**src/rtl/code_lock_ctrl.sv**
```systemverilog
// code_lock_ctrl: multi-digit combination lock built around a 4-bit digit compare.
// push1 programs a DIGITS-long code, push2 enters one digit per press.
// ledpin shows a full match, errpin pulses once for a failed attempt.
// armed shows that a complete code is stored.
// Optional feature macro LOCKOUT_EN adds failure counting and a timed lockout (LOCK state, lockpin).
// Without LOCKOUT_EN a failed attempt only pulses errpin, and lockpin is tied low.
`timescale 1ns/1ps
module code_lock_ctrl #(
    parameter int DIGITS      = 4,
    parameter int MAX_FAIL    = 3,
    parameter int LOCK_CYCLES = 16
) (
    input  logic       clk,
    input  logic       reset,
    input  logic [3:0] no,
    input  logic       push1,
    input  logic       push2,
    output logic       ledpin,
    output logic       errpin,
    output logic       lockpin,
    output logic       armed
);

    localparam logic [2:0] LAST_IDX = 3'(DIGITS - 1);
    // An out-of-range configuration never accepts a code, so it can never arm.
    localparam bit CFG_OK = (DIGITS >= 1) && (DIGITS <= 7) && (MAX_FAIL >= 1) &&
                            (MAX_FAIL <= 7) && (LOCK_CYCLES >= 1);
`ifdef LOCKOUT_EN
    localparam int             LW         = (LOCK_CYCLES > 1) ? $clog2(LOCK_CYCLES) : 1;
    localparam logic [LW-1:0]  LOCK_LAST  = LW'(LOCK_CYCLES - 1);
    localparam logic [2:0]     FAIL_LIMIT = 3'(MAX_FAIL);
`endif

    typedef enum logic [2:0] {
        IDLE,
        PROG,
        ENTER,
`ifdef LOCKOUT_EN
        LOCK,
`endif
        OPEN
    } state_t;

    state_t     state_reg;
    logic [2:0] idx_reg;
    logic       miss_reg;
    logic       code_valid_reg;
    logic       ledpin_reg;
    logic       errpin_reg;
`ifdef LOCKOUT_EN
    logic [2:0]    fail_cnt_reg;
    logic [LW-1:0] lock_cnt_reg;
    logic          lockpin_reg;
`endif
    logic       p1_q;
    logic       p2_q;

    logic [3:0] code_rd [DIGITS];
    logic       rise1;
    logic       rise2;
    logic       ev1;
    logic       ev2;
    logic       prog_ev;
    logic       entry_ev;
    logic [2:0] code_widx;
    logic [3:0] cmp_digit;
    logic       new_miss;
    logic       last_digit;

    // Previous-cycle button levels for rising-edge detection.
    always_ff @(posedge clk or posedge reset) begin
        if (reset) begin
            p1_q <= 1'b0;
            p2_q <= 1'b0;
        end else begin
            p1_q <= push1;
            p2_q <= push2;
        end
    end

    // Button events, digit write selection and the compare against the stored digit.
    always_comb begin
        rise1    = push1 & ~p1_q;
        rise2    = push2 & ~p2_q;
        // Simultaneous presses are ambiguous, so both are dropped.
        ev1      = rise1 & ~rise2;
        ev2      = rise2 & ~rise1;
        prog_ev  = CFG_OK && ev1 &&
                   ((state_reg == IDLE && !code_valid_reg) ||
                    state_reg == PROG || state_reg == OPEN);
        entry_ev = ev2 && ((state_reg == IDLE && code_valid_reg) || state_reg == ENTER);
        // A fresh programming run (from IDLE or OPEN) always starts at digit 0.
        code_widx = (state_reg == PROG) ? idx_reg : 3'd0;
        cmp_digit = code_rd[0];
        for (int i = 1; i < DIGITS; i++) begin
            if (idx_reg == 3'(i)) begin
                cmp_digit = code_rd[i];
            end
        end
        // idx is 0 in IDLE, so the first digit compares against code[0].
        new_miss   = ((state_reg == ENTER) ? miss_reg : 1'b0) | (no != cmp_digit);
        last_digit = (idx_reg == LAST_IDX);
    end

    genvar gi;
    generate
        for (gi = 0; gi < DIGITS; gi++) begin : g_digit
            logic [3:0] digit_reg;

            // One stored code digit, written when programming reaches its position.
            always_ff @(posedge clk or posedge reset) begin
                if (reset) begin
                    digit_reg <= 4'd0;
                end else if (prog_ev && code_widx == 3'(gi)) begin
                    digit_reg <= no;
                end
            end

            assign code_rd[gi] = digit_reg;
        end
    endgenerate

    // Sequencing FSM with registered indicator outputs.
    always_ff @(posedge clk or posedge reset) begin
        if (reset) begin
            state_reg      <= IDLE;
            idx_reg        <= 3'd0;
            miss_reg       <= 1'b0;
            code_valid_reg <= 1'b0;
            ledpin_reg     <= 1'b0;
            errpin_reg     <= 1'b0;
`ifdef LOCKOUT_EN
            fail_cnt_reg   <= 3'd0;
            lock_cnt_reg   <= '0;
            lockpin_reg    <= 1'b0;
`endif
        end else begin
            errpin_reg <= 1'b0;
            if (entry_ev) begin
                if (!last_digit) begin
                    miss_reg  <= new_miss;
                    idx_reg   <= idx_reg + 3'd1;
                    state_reg <= ENTER;
                end else begin
                    // Attempt complete: resolve it and rewind for the next one.
                    miss_reg <= 1'b0;
                    idx_reg  <= 3'd0;
                    if (!new_miss) begin
                        ledpin_reg <= 1'b1;
                        state_reg  <= OPEN;
`ifdef LOCKOUT_EN
                        fail_cnt_reg <= 3'd0;
`endif
                    end else begin
                        errpin_reg <= 1'b1;
`ifdef LOCKOUT_EN
                        fail_cnt_reg <= fail_cnt_reg + 3'd1;
                        if (fail_cnt_reg + 3'd1 == FAIL_LIMIT) begin
                            lock_cnt_reg <= '0;
                            lockpin_reg  <= 1'b1;
                            state_reg    <= LOCK;
                        end else begin
                            state_reg <= IDLE;
                        end
`else
                        state_reg <= IDLE;
`endif
                    end
                end
            end else begin
                case (state_reg)
                    IDLE: begin
                        if (prog_ev) begin
                            if (DIGITS == 1) begin
                                code_valid_reg <= 1'b1;
                            end else begin
                                idx_reg   <= 3'd1;
                                state_reg <= PROG;
                            end
                        end
                    end
                    PROG: begin
                        if (prog_ev) begin
                            if (last_digit) begin
                                code_valid_reg <= 1'b1;
                                idx_reg        <= 3'd0;
                                state_reg      <= IDLE;
                            end else begin
                                idx_reg <= idx_reg + 3'd1;
                            end
                        end
                    end
                    ENTER: begin
                        // Digits are consumed through entry_ev; push1 is ignored here.
                    end
                    OPEN: begin
                        if (ev2) begin
                            ledpin_reg <= 1'b0;
                            state_reg  <= IDLE;
                        end else if (prog_ev) begin
                            // Reprogram: digit 0 is captured on this press.
                            ledpin_reg <= 1'b0;
                            if (DIGITS == 1) begin
                                state_reg <= IDLE;
                            end else begin
                                code_valid_reg <= 1'b0;
                                idx_reg        <= 3'd1;
                                state_reg      <= PROG;
                            end
                        end
                    end
`ifdef LOCKOUT_EN
                    LOCK: begin
                        if (lock_cnt_reg == LOCK_LAST) begin
                            fail_cnt_reg <= 3'd0;
                            lockpin_reg  <= 1'b0;
                            state_reg    <= IDLE;
                        end else begin
                            lock_cnt_reg <= lock_cnt_reg + 1'b1;
                        end
                    end
`endif
                    default: begin
                        state_reg <= IDLE;
                    end
                endcase
            end
        end
    end

    assign ledpin = ledpin_reg;
    assign errpin = errpin_reg;
    assign armed  = code_valid_reg;
`ifdef LOCKOUT_EN
    assign lockpin = lockpin_reg;
`else
    assign lockpin = 1'b0;
`endif

endmodule

```
**config.mk**
```make
export PLATFORM = sky130hd
export DESIGN_NAME = code_lock_ctrl
export DESIGN_NICKNAME = d
export VERILOG_FILES = /design/src/rtl/code_lock_ctrl.sv
export SDC_FILE = /design/constraint.sdc
export NUM_CORES = 1
export LEC_CHECK = 0
export BUFFER_PORTS_ARGS = -buffer_cell sky130_fd_sc_hd__buf_2
export CAP_MARGIN = 15
export CORE_UTILIZATION = 40
export CTS_BUF_LIST = sky130_fd_sc_hd__clkbuf_8
export DETAILED_ROUTE_END_ITERATION = 10
export GPL_TIMING_DRIVEN = 0
export PLACE_DENSITY = 0.57
export SLEW_MARGIN = 10
export SYNTH_ARGS = -nofsm -noshare
export SYNTH_HDL_FRONTEND = slang
export SYNTH_SLANG_ARGS = --single-unit
```
**constraint.sdc**
```tcl
create_clock -name clk -period 2 [get_ports clk]
set_input_delay 0.2 -clock clk [delete_from_list [all_inputs] [get_ports clk]]
set_output_delay 0.2 -clock clk [all_outputs]
set_load 0.01 [all_outputs]
```
==> Flow_metrics.wiki, run 1 <==
{| class="wikitable"
! Metric !! Value
|-
| Run status || finished clean
|-
| Minimum hold slack || roughly 0.007 ns
|-
| Routed Wire Length || ~3400 µm
|-
| Period minus WS final || roughly 1.9 ns
|-
| Cell count after synthesis || between 100 and 150
|-
| Top post-synthesis cells by area || sky130_fd_sc_hd__dfrtp_1 45%, sky130_fd_sc_hd__mux2_1 5.8%, sky130_fd_sc_hd__mux2_2 5.8%
|-
| Count of input and output buffers || 10
|-
| Number of hold violations in the final report || 0
|-
| Delay of the slowest critical-path stage || approximately 0.47 ns
|-
| Type of destination of the critical path || flip-flop
|-
| Total track usage || ~17%
|-
| Crit path kind || flip-flop to flip-flop
|-
| Count of synthesis-stage warnings from yosys || 0
|-
| Sequential share of power || between 40 and 50%
|-
| Number of global-route vias before repair || around 1000
|-
| Maximum root-to-sink buffer count || 2
|-
| Worst slack at placement || -0.2511 ns
|-
| Switching part of the total power || between 30% and 40%
|-
| Power per unit of standard cell area || between 800 and 900 nW/µm²
|-
| Pwr Total || 1651 µW
|-
| Number of buffer and inverter stages on the critical path || 1
|-
| Post-synth top cells || 28 x sky130_fd_sc_hd__dfrtp_1, 8 x sky130_fd_sc_hd__mux2_1, 8 x sky130_fd_sc_hd__mux2_2
|-
| Hold-fix buffer count after cts || 0
|-
| Count leader, synth || sky130_fd_sc_hd__dfrtp_1
|-
| Cell Chain, Critical Path || ha_4 -> buf_6 -> nor2b_4 -> o31ai_4 -> a21oi_2 -> nor3b_2 -> and4_4 -> a22o_1
|-
| Core region area || 3689 µm²
|-
| Fraction of the yosys area taken by sequential cells || a little under half
|-
| Maximum fanout encountered on the critical timing path || 7
|-
| Reported leakage power || ~0.00087 µW
|-
| Layout area overhead || 24.54%
|-
| Count of maximum capacitance violations || 0
|-
| Routed wirelength normalized by instance count || 16.11 µm
|-
| Antenna cells || 0
|-
| Internal power || ~1100 µW
|-
| Number of flip-flops and latches in the synthesized netlist || 28
|-
| Top Family by Delay on Critical Path || simple AND/OR/NAND/NOR gates
|-
| Clock sink count || 28
|-
| Number of clock buffers inserted by TritonCTS || 3
|-
| Setup repair after global routing missed its margin || yes
|-
| Headroom to the max-slew limit || between 50% and 60%
|-
| DRC Markers || 0
|-
| Sw Pwr || around 530 µW
|-
| Count of pins over their slew limit || 0
|-
| Area share of the largest cell type after synthesis || 45.05%
|-
| Mapped Area || around 1600 µm²
|-
| Wire length of the first global-routing pass || approximately 5300 µm
|-
| Synth Flop Type || sky130_fd_sc_hd__dfrtp_1
|-
| Crit share post-route || 97.19%
|-
| Cell accounting for the most synthesized area || sky130_fd_sc_hd__dfrtp_1
|-
| Nets || around 170
|-
| Fraction of final layout cells with drive strength greater than 1 || roughly two fifths
|-
| Clk pin slew, worst setup/hold paths || about 0.09 ns
|-
| Width of the die || around 64 µm
|-
| Distinct cell type count of the synthesized netlist || 53
|-
| Starting DRT DRC Count || just over 40
|-
| Cell at the slowest stage of the critical path || sky130_fd_sc_hd__dfrtp_2
|-
| Worst Path Arrival || between 2 and 2.5 ns
|-
| Count of endpoints failing setup in the final report || 0
|-
| Required time of the critical path || 2.21 ns
|-
| Mean number of vias per cell || approximately 5.4
|-
| Number of standard-cell rows in the floorplan || 22
|-
| Dpl hpwl || about 2200 µm
|-
| Worst Max-Slew Pin Slew || 0.6581 ns
|-
| Area of the die || 4142 µm²
|-
| Worst IR Drop VDD || between 300 and 400 µV
|-
| Starting utilization of the core area || between 40% and 50%
|-
| Cell count after placement || just under 200
|-
| Total I/O pin count || 12
|-
| Syn Area/Cell || 11.11 µm²
|-
| Proportion of power drawn by combinational gates || 36.3%
|-
| H-tree level count || 1
|-
| Post-Route Setup TNS || 0 ns
|-
| Pre-antenna DRT Iters || 4
|-
| Post-synth ARST share || 100.0%
|-
| Setup slack after layout || around 0.056 ns
|-
| Number of synthesized flops with an enable pin || 0
|-
| Share of total power in the clock network || approximately a fifth
|-
| DIE HEIGHT || 64.36 µm
|-
| Final RePlAce weighted congestion || roughly 0.8
|-
| Tightest Hold Check Type || input pin to asynchronous set/reset pin
|-
| Sum of overflow across all layers after global routing || 0
|-
| Number of non-filler instances in the completed layout || approximately 210
|-
| Insertion delay to the later sink of the worst-skew pair || around 0.27 ns
|-
| Pin count of the biggest net entering global routing || 29
|-
| CTS tree || done
|-
| Library cell used as clock root buffer || sky130_fd_sc_hd__clkbuf_8
|-
| Fillcell total || approximately 360
|-
| Startpoint class of the critical path || flip-flop
|-
| Number of antenna-violating nets in the routed design || 0
|-
| Total via count in the routed design || between 1000 and 1500
|-
| Initial antenna violation count || 0
|-
| Number of flip-flops under the largest register name || 16
|-
| Max frequency || about 510 MHz
|-
| Final Skew || roughly 0.0054 ns
|}
[kinds of logic after synthesis]
family	synth area share (%)
AO/OA/AOI/OAI	14.56
XOR/XNOR	1.690
adder cells (fa/ha/maj)	2.414
buffers and inverters	4.183
flip-flops	45.05
multiplexers	11.59
other	0.2411
AND/OR/NAND/NOR	20.27
[routing by layer]
metal	global-route usage, %	up-vias	share of wire, %
li1	-	551	-
met1	25.91	551	51
met2	25.26	17	45
met3	2.143	5	2.3
met4	5.000	0	1.0
met5	0	-	0
[stage by stage]
step | cell area, µm² | util [%]
final | 1937 | 52.51
after global routing | 1937 | 52.51
after CTS | 1787 | 48.44
after detailed placement | 1669 | 45.25
after global placement | 1669 | 45.25
after floorplan | 1559 | -
[path summary, 6_finish.rpt]
path / startpoint / slack, ns / cells past startpoint / to
hold reg to reg: g_digit[2].digit_reg[0]$_DFFE_PP0P_ / 0.49 / 1 / g_digit[2].digit_reg[0]$_DFFE_PP0P_
max in group asynchronous: reset / 1.48 / 3 / g_digit[2].digit_reg[3]$_DFFE_PP0P_
hold / removal: reset / 0.007 / 2 / g_digit[3].digit_reg[2]$_DFFE_PP0P_
min in group clk: push1 / 0.05 / 1 / p1_q$_DFF_PP0_
setup reg to reg: idx_reg[1]$_DFFE_PP0P_ / 0.06 / 8 / ledpin$_DFFE_PP0P_
setup / recovery: idx_reg[1]$_DFFE_PP0P_ / 0.06 / 8 / ledpin$_DFFE_PP0P_
[power by group through the flow]
stage / Combinational (µW) / Clock [µW] / Sequential [µW]
2_1_floorplan: 343 / 0 / 692
3_3_place_gp: 422 / 0 / 704
3_5_place_dp: 430 / 0 / 706
4_1_cts: 477 / 362 / 696
5_1_grt: 656 / 386 / 715
6_report: 599 / 348 / 704
[layout make-up]
| type | instances | area [µm²] | area share (%) |
|---|---|---|---|
| repair buffers | 16 | 106.4 | 5.491 |
| inverters | 6 | 22.52 | 1.163 |
| multi-input cells | 100 | 928.4 | 47.93 |
| flip-flops and latches | 28 | 703.2 | 36.30 |
| well taps | 48 | 60.06 | 3.101 |
| plain buffers | 7 | 61.31 | 3.165 |
| clock buffers | 4 | 55.05 | 2.842 |
[what timing repair did]
item	in CTS	in global routing
resized for setup	11	29
pin swaps	6	11
setup endpoints to repair	13	13
buffers inserted	2	2
gates cloned	1	0
hold endpoints to repair	0	0
[layout by cell type, fill, tap and decap left out, types with 2 or more instances in the layout]
master,n
sky130_fd_sc_hd__dfrtp_1,26
sky130_fd_sc_hd__buf_2,10
sky130_fd_sc_hd__mux2_2,8
sky130_fd_sc_hd__mux2_1,8
sky130_fd_sc_hd__nor2_1,5
sky130_fd_sc_hd__inv_1,5
sky130_fd_sc_hd__nand2_1,5
sky130_fd_sc_hd__buf_4,5
sky130_fd_sc_hd__buf_6,4
sky130_fd_sc_hd__nor2b_1,4
sky130_fd_sc_hd__clkbuf_8,4
sky130_fd_sc_hd__nor3_1,3
sky130_fd_sc_hd__o21ai_0,3
sky130_fd_sc_hd__nor2b_4,2
sky130_fd_sc_hd__o21a_1,2
sky130_fd_sc_hd__or2_2,2
sky130_fd_sc_hd__nor3_2,2
sky130_fd_sc_hd__a21oi_1,2
sky130_fd_sc_hd__o31ai_1,2
sky130_fd_sc_hd__xor2_1,2
sky130_fd_sc_hd__nor3b_4,2
sky130_fd_sc_hd__a21oi_2,2
sky130_fd_sc_hd__nand3_1,2
sky130_fd_sc_hd__and3_1,2
sky130_fd_sc_hd__clkbuf_4,2
sky130_fd_sc_hd__ha_4,2
sky130_fd_sc_hd__conb_1,2
sky130_fd_sc_hd__dfrtp_2,2
Note: power is estimated with default switching activity, not from simulation.
==> run 2, diff against run 1 <==
--- a/config.mk
+++ b/config.mk
@@ -11,6 +11,7 @@
 export CTS_BUF_LIST = sky130_fd_sc_hd__clkbuf_8
 export DETAILED_ROUTE_END_ITERATION = 10
 export GPL_TIMING_DRIVEN = 0
+export MAX_ROUTING_LAYER = met4
 export PLACE_DENSITY = 0.57
 export SLEW_MARGIN = 10
 export SYNTH_ARGS = -nofsm -noshare
==> constraint.sdc (replaced) <==
create_clock -name clk -period 2 [get_ports clk]
set_input_delay 0.1 -clock clk [delete_from_list [all_inputs] [get_ports clk]]
set_output_delay 0.1 -clock clk [all_outputs]
set_load 0.01 [all_outputs]
==> run 2 against run 1 <==
Combinational power rose by 0.7%. Clock skew rose by 0.00062 ns. Hold slack improved by 0.093 ns. Non-clock buffer count rose by 3. Setup slack got worse by 0.0047 ns. Clock power rose by 1%. Die area did not move. Critical path depth did not move. Critical path type unchanged. Largest cell class unchanged.
==> Flow_metrics.wiki, run 2 (synthesis results as in run 1) <==
{| class="wikitable"
! Metric !! Value
|-
| Run status || finished clean
|-
| Library cell used as clock root buffer || sky130_fd_sc_hd__clkbuf_8
|-
| Startpoint class of the critical path || flip-flop
|-
| Insertion delay to the later sink of the worst-skew pair || 0.28 ns
|-
| Power per unit of standard cell area || approximately 840 nW/µm²
|-
| Worst min-delay path endpoint || g_digit[1].digit_reg[2]$_DFFE_PP0P_
|-
| Crit share post-route || a little over nine tenths
|-
| Cell at the slowest stage of the critical path || sky130_fd_sc_hd__dfrtp_2
|-
| Wire length of the first global-routing pass || 5319 µm
|-
| Starting DRT DRC Count || 32
|-
| Dpl hpwl || approximately 2200 µm
|-
| Number of hold violations in the final report || 0
|-
| FF-to-FF End || ledpin$_DFFE_PP0P_
|-
| Instance area after placement || around 1700 µm²
|-
| Total I/O pin count || 12
|-
| Starting utilization of the core area || around 42%
|-
| Headroom to the max-slew limit || a little under three fifths
|-
| Pin count of the biggest net entering global routing || 29
|-
| Number of clock buffers inserted by TritonCTS || 3
|-
| Width of the die || approximately 64 µm
|-
| Setup repair after global routing missed its margin || yes
|-
| CTS tree || done
|-
| Pwr Total || approximately 1700 µW
|-
| Routed wirelength normalized by instance count || 15.95 µm
|-
| Count of maximum capacitance violations || 0
|-
| DRC Markers || 0
|-
| Minimum hold slack || ~0.1 ns
|-
| Number of antenna-violating nets in the routed design || 0
|-
| Pre-antenna DRT Iters || 4
|-
| Setup slack after layout || slightly above 0.05 ns
|-
| Post-Route Setup TNS || 0 ns
|-
| Antenna cells || 0
|-
| Count of input and output buffers || 10
|-
| Max frequency || 513.2 MHz
|-
| Total via count in the routed design || around 1100
|-
| Routed Wire Length || about 3400 µm
|-
| Period minus WS final || 1.948 ns
|-
| Final Skew || 0.006050 ns
|-
| Crit path kind || flip-flop to flip-flop
|-
| Count of endpoints failing setup in the final report || 0
|-
| Count of pins over their slew limit || 0
|-
| Worst slack at placement || -0.2511 ns
|-
| Initial antenna violation count || 0
|-
| Clock sink count || 28
|-
| Worst Path Arrival || approximately 2.2 ns
|-
| Origin of the worst min-delay path || no[2]
|-
| Path depth of the worst reg2reg path || 8
|-
| Maximum fanout encountered on the critical timing path || 7
|-
| Clk pin slew, worst setup/hold paths || roughly 0.10 ns
|-
| Launch instance of the worst register-to-register path || idx_reg[1]$_DFFE_PP0P_
|-
| Worst Max-Slew Pin Slew || roughly 0.66 ns
|-
| Maximum root-to-sink buffer count || 2
|-
| Number of standard-cell rows in the floorplan || 22
|-
| Type of destination of the critical path || flip-flop
|-
| Final RePlAce weighted congestion || 0.8187
|-
| Number of global-route vias before repair || approximately 1000
|-
| H-tree level count || 1
|-
| Worst IR Drop VDD || between 300 and 400 µV
|-
| Reported leakage power || approximately 0.0009 µW
|-
| Delay of the slowest critical-path stage || between 0.4 and 0.5 ns
|-
| Number of flip-flops under the largest register name || 16
|-
| Sum of overflow across all layers after global routing || 0
|-
| Cell Chain, Critical Path || ha_4 -> buf_6 -> nor2b_4 -> o31ai_4 -> a21oi_2 -> nor3b_2 -> and4_4 -> a22o_1
|-
| Required time of the critical path || ~2.2 ns
|-
| DIE HEIGHT || around 64 µm
|-
| Total track usage || between 10% and 20%
|-
| Nets || ~180
|-
| Number of stages on the worst hold path || 2
|-
| Mean number of vias per cell || between 5 and 6
|-
| Tightest Hold Check Type || input pin to flip-flop
|-
| Layout area overhead || 26.47%
|-
| Commonest non-fill, non-tap cell in the layout || sky130_fd_sc_hd__dfrtp_1
|-
| Core region area || 3689 µm²
|-
| Fraction of final layout cells with drive strength greater than 1 || slightly above 40%
|-
| Area of the die || a little over 4000 µm²
|-
| Final standard cell area without fillers || around 2000 µm²
|-
| Most frequent cells in the layout || 26 x sky130_fd_sc_hd__dfrtp_1, 10 x sky130_fd_sc_hd__buf_2, 8 x sky130_fd_sc_hd__mux2_2, 8 x sky130_fd_sc_hd__mux2_1
|-
| Register-to-register path setup slack || between 0.05 and 0.06 ns
|}
run 2: report_power, final:
part | internal, µW | leakage (µW) | switching (µW)
clock | 176 | 0.0000288 | 176
combinational | 312 | 0.000490 | 291
sequential | 637 | 0.000365 | 66.8
total | 1130 | 0.000884 | 534
run 2: layout make-up:
class	count	area [µm²]
plain buffers	7	61.31
well taps	48	60.06
multi-input cells	100	928.4
inverters	6	22.52
fillers	354	1722
flip-flops and latches	28	703.2
clock buffers	4	55.05
repair buffers	19	136.4
run 2: per-layer routing:
layer | track usage [%] | share of wire (%) | up-vias | wire length, µm
met5 | - | 0 | - | 0
met4 | 5.000 | 0.92 | 0 | 31
met3 | 2.143 | 2.3 | 5 | 78
met2 | 25.53 | 45 | 20 | 1509
met1 | 26.02 | 52 | 552 | 1762
li1 | - | - | 558 | -
run 2: how the worst max path moves through the flow:
stage | start | to | slack [ns] | cells after the start
2_1_floorplan | idx_reg[0]$_DFFE_PP0P_ | ledpin$_DFFE_PP0P_ | 0.05 | 9
3_3_place_gp | idx_reg[0]$_DFFE_PP0P_ | ledpin$_DFFE_PP0P_ | -0.17 | 9
3_5_place_dp | idx_reg[0]$_DFFE_PP0P_ | miss_reg$_DFFE_PP0P_ | -0.25 | 9
4_1_cts | idx_reg[1]$_DFFE_PP0P_ | ledpin$_DFFE_PP0P_ | 0.004 | 8
5_1_grt | push1 | idx_reg[0]$_DFFE_PP0P_ | -0.05 | 7
6_report | idx_reg[1]$_DFFE_PP0P_ | ledpin$_DFFE_PP0P_ | 0.05 | 8
run 2: critical path, delay by kind of cell (launching register included):
kind	cells	cell delay, ns
and+or+nand+nor	3	0.59
AOI/OAI and AO/OA	3	0.49
DFF	1	0.47
adders and majority gates	1	0.19
buffers and inverters	1	0.14
run 2: repair_timing:
item                                    CTS  global route
endpoints found under the hold margin     2            15
hold buffers                              2             1
buffers inserted                          2             2
gates cloned                              1             0
endpoints found under the setup margin   13            13
resized for setup                        11            29
pin swaps                                 6            10
run 2: metrics by stage:
stage               std cells  util (%)
finish                    212     53.32
global route              212     53.32
CTS                       208     48.98
detailed placement        199     45.25
global placement          199     45.25
floorplan                 141         -
==> run 3, diff against run 2 <==
--- a/config.mk
+++ b/config.mk
@@ -7,12 +7,13 @@
 export LEC_CHECK = 0
 export BUFFER_PORTS_ARGS = -buffer_cell sky130_fd_sc_hd__buf_2
 export CAP_MARGIN = 15
+export CORE_MARGIN = 4
 export CORE_UTILIZATION = 40
 export CTS_BUF_LIST = sky130_fd_sc_hd__clkbuf_8
 export DETAILED_ROUTE_END_ITERATION = 10
 export GPL_TIMING_DRIVEN = 0
 export MAX_ROUTING_LAYER = met4
-export PLACE_DENSITY = 0.57
+export PLACE_DENSITY = 0.55
 export SLEW_MARGIN = 10
 export SYNTH_ARGS = -nofsm -noshare
 export SYNTH_HDL_FRONTEND = slang
==> constraint.sdc (replaced) <==
create_clock -name clk -period 2.5 [get_ports clk]
set_input_delay 0.125 -clock clk [delete_from_list [all_inputs] [get_ports clk]]
set_output_delay 0.125 -clock clk [all_outputs]
set_load 0.01 [all_outputs]
==> run 3 against run 2 <==
Routed wire length fell by 8.2%. Critical path type unchanged. Sequential power fell by 21%. Sequential cell count did not move. Total power fell by 30%. Fmax fell by 14%. Largest power group unchanged.
==> Flow_metrics.wiki, run 3 (synthesis results as in run 1) <==
{| class="wikitable"
! Metric !! Value
|-
| Layout area overhead || 13.68%
|-
| Detailed-route wire length on metal 1 || 1442 µm
|-
| Count of endpoints failing setup in the final report || 0
|-
| Count of pins over their slew limit || 0
|-
| Clock sink count || 28
|-
| Fraction of final layout cells with drive strength greater than 1 || between 20% and 30%
|-
| Post-CTS setup buffers || 0
|-
| Worst Max-Slew Pin Slew || between 0.5 and 0.6 ns
|-
| Total track usage || 14.53%
|-
| Run status || finished clean
|-
| Total via count in the routed design || 1112
|-
| Routed Wire Length || about 3100 µm
|-
| Number of standard-cell rows in the floorplan || 22
|-
| Sum of overflow across all layers after global routing || 0
|-
| Period minus WS final || 2.260 ns
|-
| Antenna cells || 0
|-
| DIE HEIGHT || slightly above 70 µm
|-
| Count of input and output buffers || 10
|-
| Tightest Hold Check Type || input pin to flip-flop
|-
| Crit path kind || flip-flop to flip-flop
|-
| Setup repair after global routing missed its margin || no
|-
| Final Skew || 0.004613 ns
|-
| Post-Route Setup TNS || 0 ns
|-
| Number of clock buffers inserted by TritonCTS || 3
|-
| Instance area after placement || roughly 1700 µm²
|-
| Starting DRT DRC Count || 57
|-
| Clk pin slew, worst setup/hold paths || about 0.090 ns
|-
| Most frequent cells in the layout || 28 x sky130_fd_sc_hd__dfrtp_1, 14 x sky130_fd_sc_hd__buf_2, 8 x sky130_fd_sc_hd__mux2_2, 8 x sky130_fd_sc_hd__mux2_1
|-
| Area of the die || ~4900 µm²
|-
| Pin count of the biggest net entering global routing || 29
|-
| Power per unit of standard cell area || between 600 and 700 nW/µm²
|-
| Number of global-route vias before repair || around 1100
|-
| Fillcell total || 346
|-
| Length of routed met3 wiring || between 80 and 90 µm
|-
| Insertion delay to the later sink of the worst-skew pair || between 0.2 and 0.3 ns
|-
| Mean number of vias per cell || roughly 5.4
|-
| Cell count after placement || around 200
|-
| Library cell used as clock root buffer || sky130_fd_sc_hd__clkbuf_8
|-
| CTS tree || done
|-
| Number of antenna-violating nets in the routed design || 0
|-
| Number of non-filler instances in the completed layout || 206
|-
| Wire length on met2 || about 1500 µm
|-
| Core region area || 3716 µm²
|-
| Nets || 171
|-
| Max frequency || 442.5 MHz
|-
| Reported leakage power || roughly 0.0008 µW
|-
| Required time of the critical path || around 2.7 ns
|-
| Highest routing layer actually used || met4
|-
| H-tree level count || 1
|-
| Hold-fix buffer count after cts || 2
|-
| Wire length of the first global-routing pass || ~5500 µm
|-
| Post-CTS resize count || 0
|-
| Maximum root-to-sink buffer count || 2
|-
| Starting utilization of the core area || a little over two fifths
|-
| Count of maximum capacitance violations || 0
|-
| Headroom to the max-slew limit || about 64%
|-
| DRC Markers || 0
|-
| Final RePlAce weighted congestion || ~0.87
|-
| Crit share post-route || roughly nine tenths
|-
| Worst IR Drop VDD || around 340 µV
|-
| Total I/O pin count || 12
|-
| Number of flip-flops under the largest register name || 16
|-
| Pre-antenna DRT Iters || 4
|-
| Width of the die || 70.36 µm
|-
| Commonest non-fill, non-tap cell in the layout || sky130_fd_sc_hd__dfrtp_1
|-
| Type of destination of the critical path || flip-flop
|-
| Startpoint class of the critical path || flip-flop
|-
| Final standard cell area without fillers || 1768 µm²
|-
| Worst Path Arrival || roughly 2.5 ns
|-
| Routed wirelength normalized by instance count || between 15 and 20 µm
|-
| Dpl hpwl || about 2300 µm
|-
| Maximum fanout encountered on the critical timing path || 10
|-
| Initial antenna violation count || 0
|-
| Number of hold violations in the final report || 0
|}
run 3: cell types whose count changed in the layout (fill, tap and decap cells not counted), sizes merged:
cell / change
buf: -3
clkbuf: -3
run 3: metrics by stage:
stage,utilization [%],total power [µW],setup slack (ns),hold WS (ns)
global route,47.58,1238,0.01524,0.1269
detailed placement,44.92,909.8,0.2665,0.2507
CTS,46.57,1162,0.2310,0.1185
floorplan,-,828.1,0.5534,0.1564
global placement,44.92,901.7,0.3253,0.2495
finish,47.58,1159,0.2401,0.1279
run 3: routing by layer:
layer / global-route usage, % / up-vias
met5: - / -
met4: 7.447 / 0
met3: 1.871 / 5
met2: 21.52 / 14
met1: 19.40 / 544
li1: - / 549
run 3: layout make-up:
type | count | area (µm²) | share of cell area, %
Inverter | 6 | 22.52 | 1.274
Buffer | 7 | 42.54 | 2.406
Sequential cell | 28 | 700.7 | 39.63
Tap cell | 48 | 60.06 | 3.397
Clock buffer | 3 | 41.29 | 2.335
Timing Repair Buffer | 14 | 107.6 | 6.086
Multi-Input combinational cell | 100 | 793.3 | 44.87
run 3: path summary, 6_finish.rpt:
kind                                                     start  slack [ns]                             endpoint  cells past startpoint
setup / recovery                        idx_reg[0]$_DFFE_PP0P_        0.24                   ledpin$_DFFE_PP0P_                      9
hold / removal                                           no[2]        0.13  g_digit[2].digit_reg[2]$_DFFE_PP0P_                      2
setup reg to reg                        idx_reg[0]$_DFFE_PP0P_        0.24                   ledpin$_DFFE_PP0P_                      9
hold reg to reg            g_digit[2].digit_reg[0]$_DFFE_PP0P_        0.50  g_digit[2].digit_reg[0]$_DFFE_PP0P_                      1
max in group asynchronous                                reset        1.61  g_digit[3].digit_reg[2]$_DFFE_PP0P_                      4
min in group asynchronous                                reset        0.42                       p1_q$_DFF_PP0_                      3
run 3: worst max-delay path, cell delays in order (launching register included):
cell and delay [ns]:
sky130_fd_sc_hd__dfrtp_1 0.48, sky130_fd_sc_hd__inv_1 0.09, sky130_fd_sc_hd__ha_1 0.22, sky130_fd_sc_hd__buf_2 0.19, sky130_fd_sc_hd__nor2b_1 0.15, sky130_fd_sc_hd__o31ai_1 0.29
sky130_fd_sc_hd__a21oi_1 0.11, sky130_fd_sc_hd__nor3b_1 0.22, sky130_fd_sc_hd__and4_4 0.29, sky130_fd_sc_hd__a22o_1 0.15
run 3: power by group:
| part | internal [µW] | switching (µW) | leakage (µW) | total, µW |
|---|---|---|---|---|
| combinational | 169 | 184 | 0.000430 | 353 |
| sequential | 508 | 49.9 | 0.000367 | 558 |
| clock | 108 | 140 | 0.0000216 | 248 |
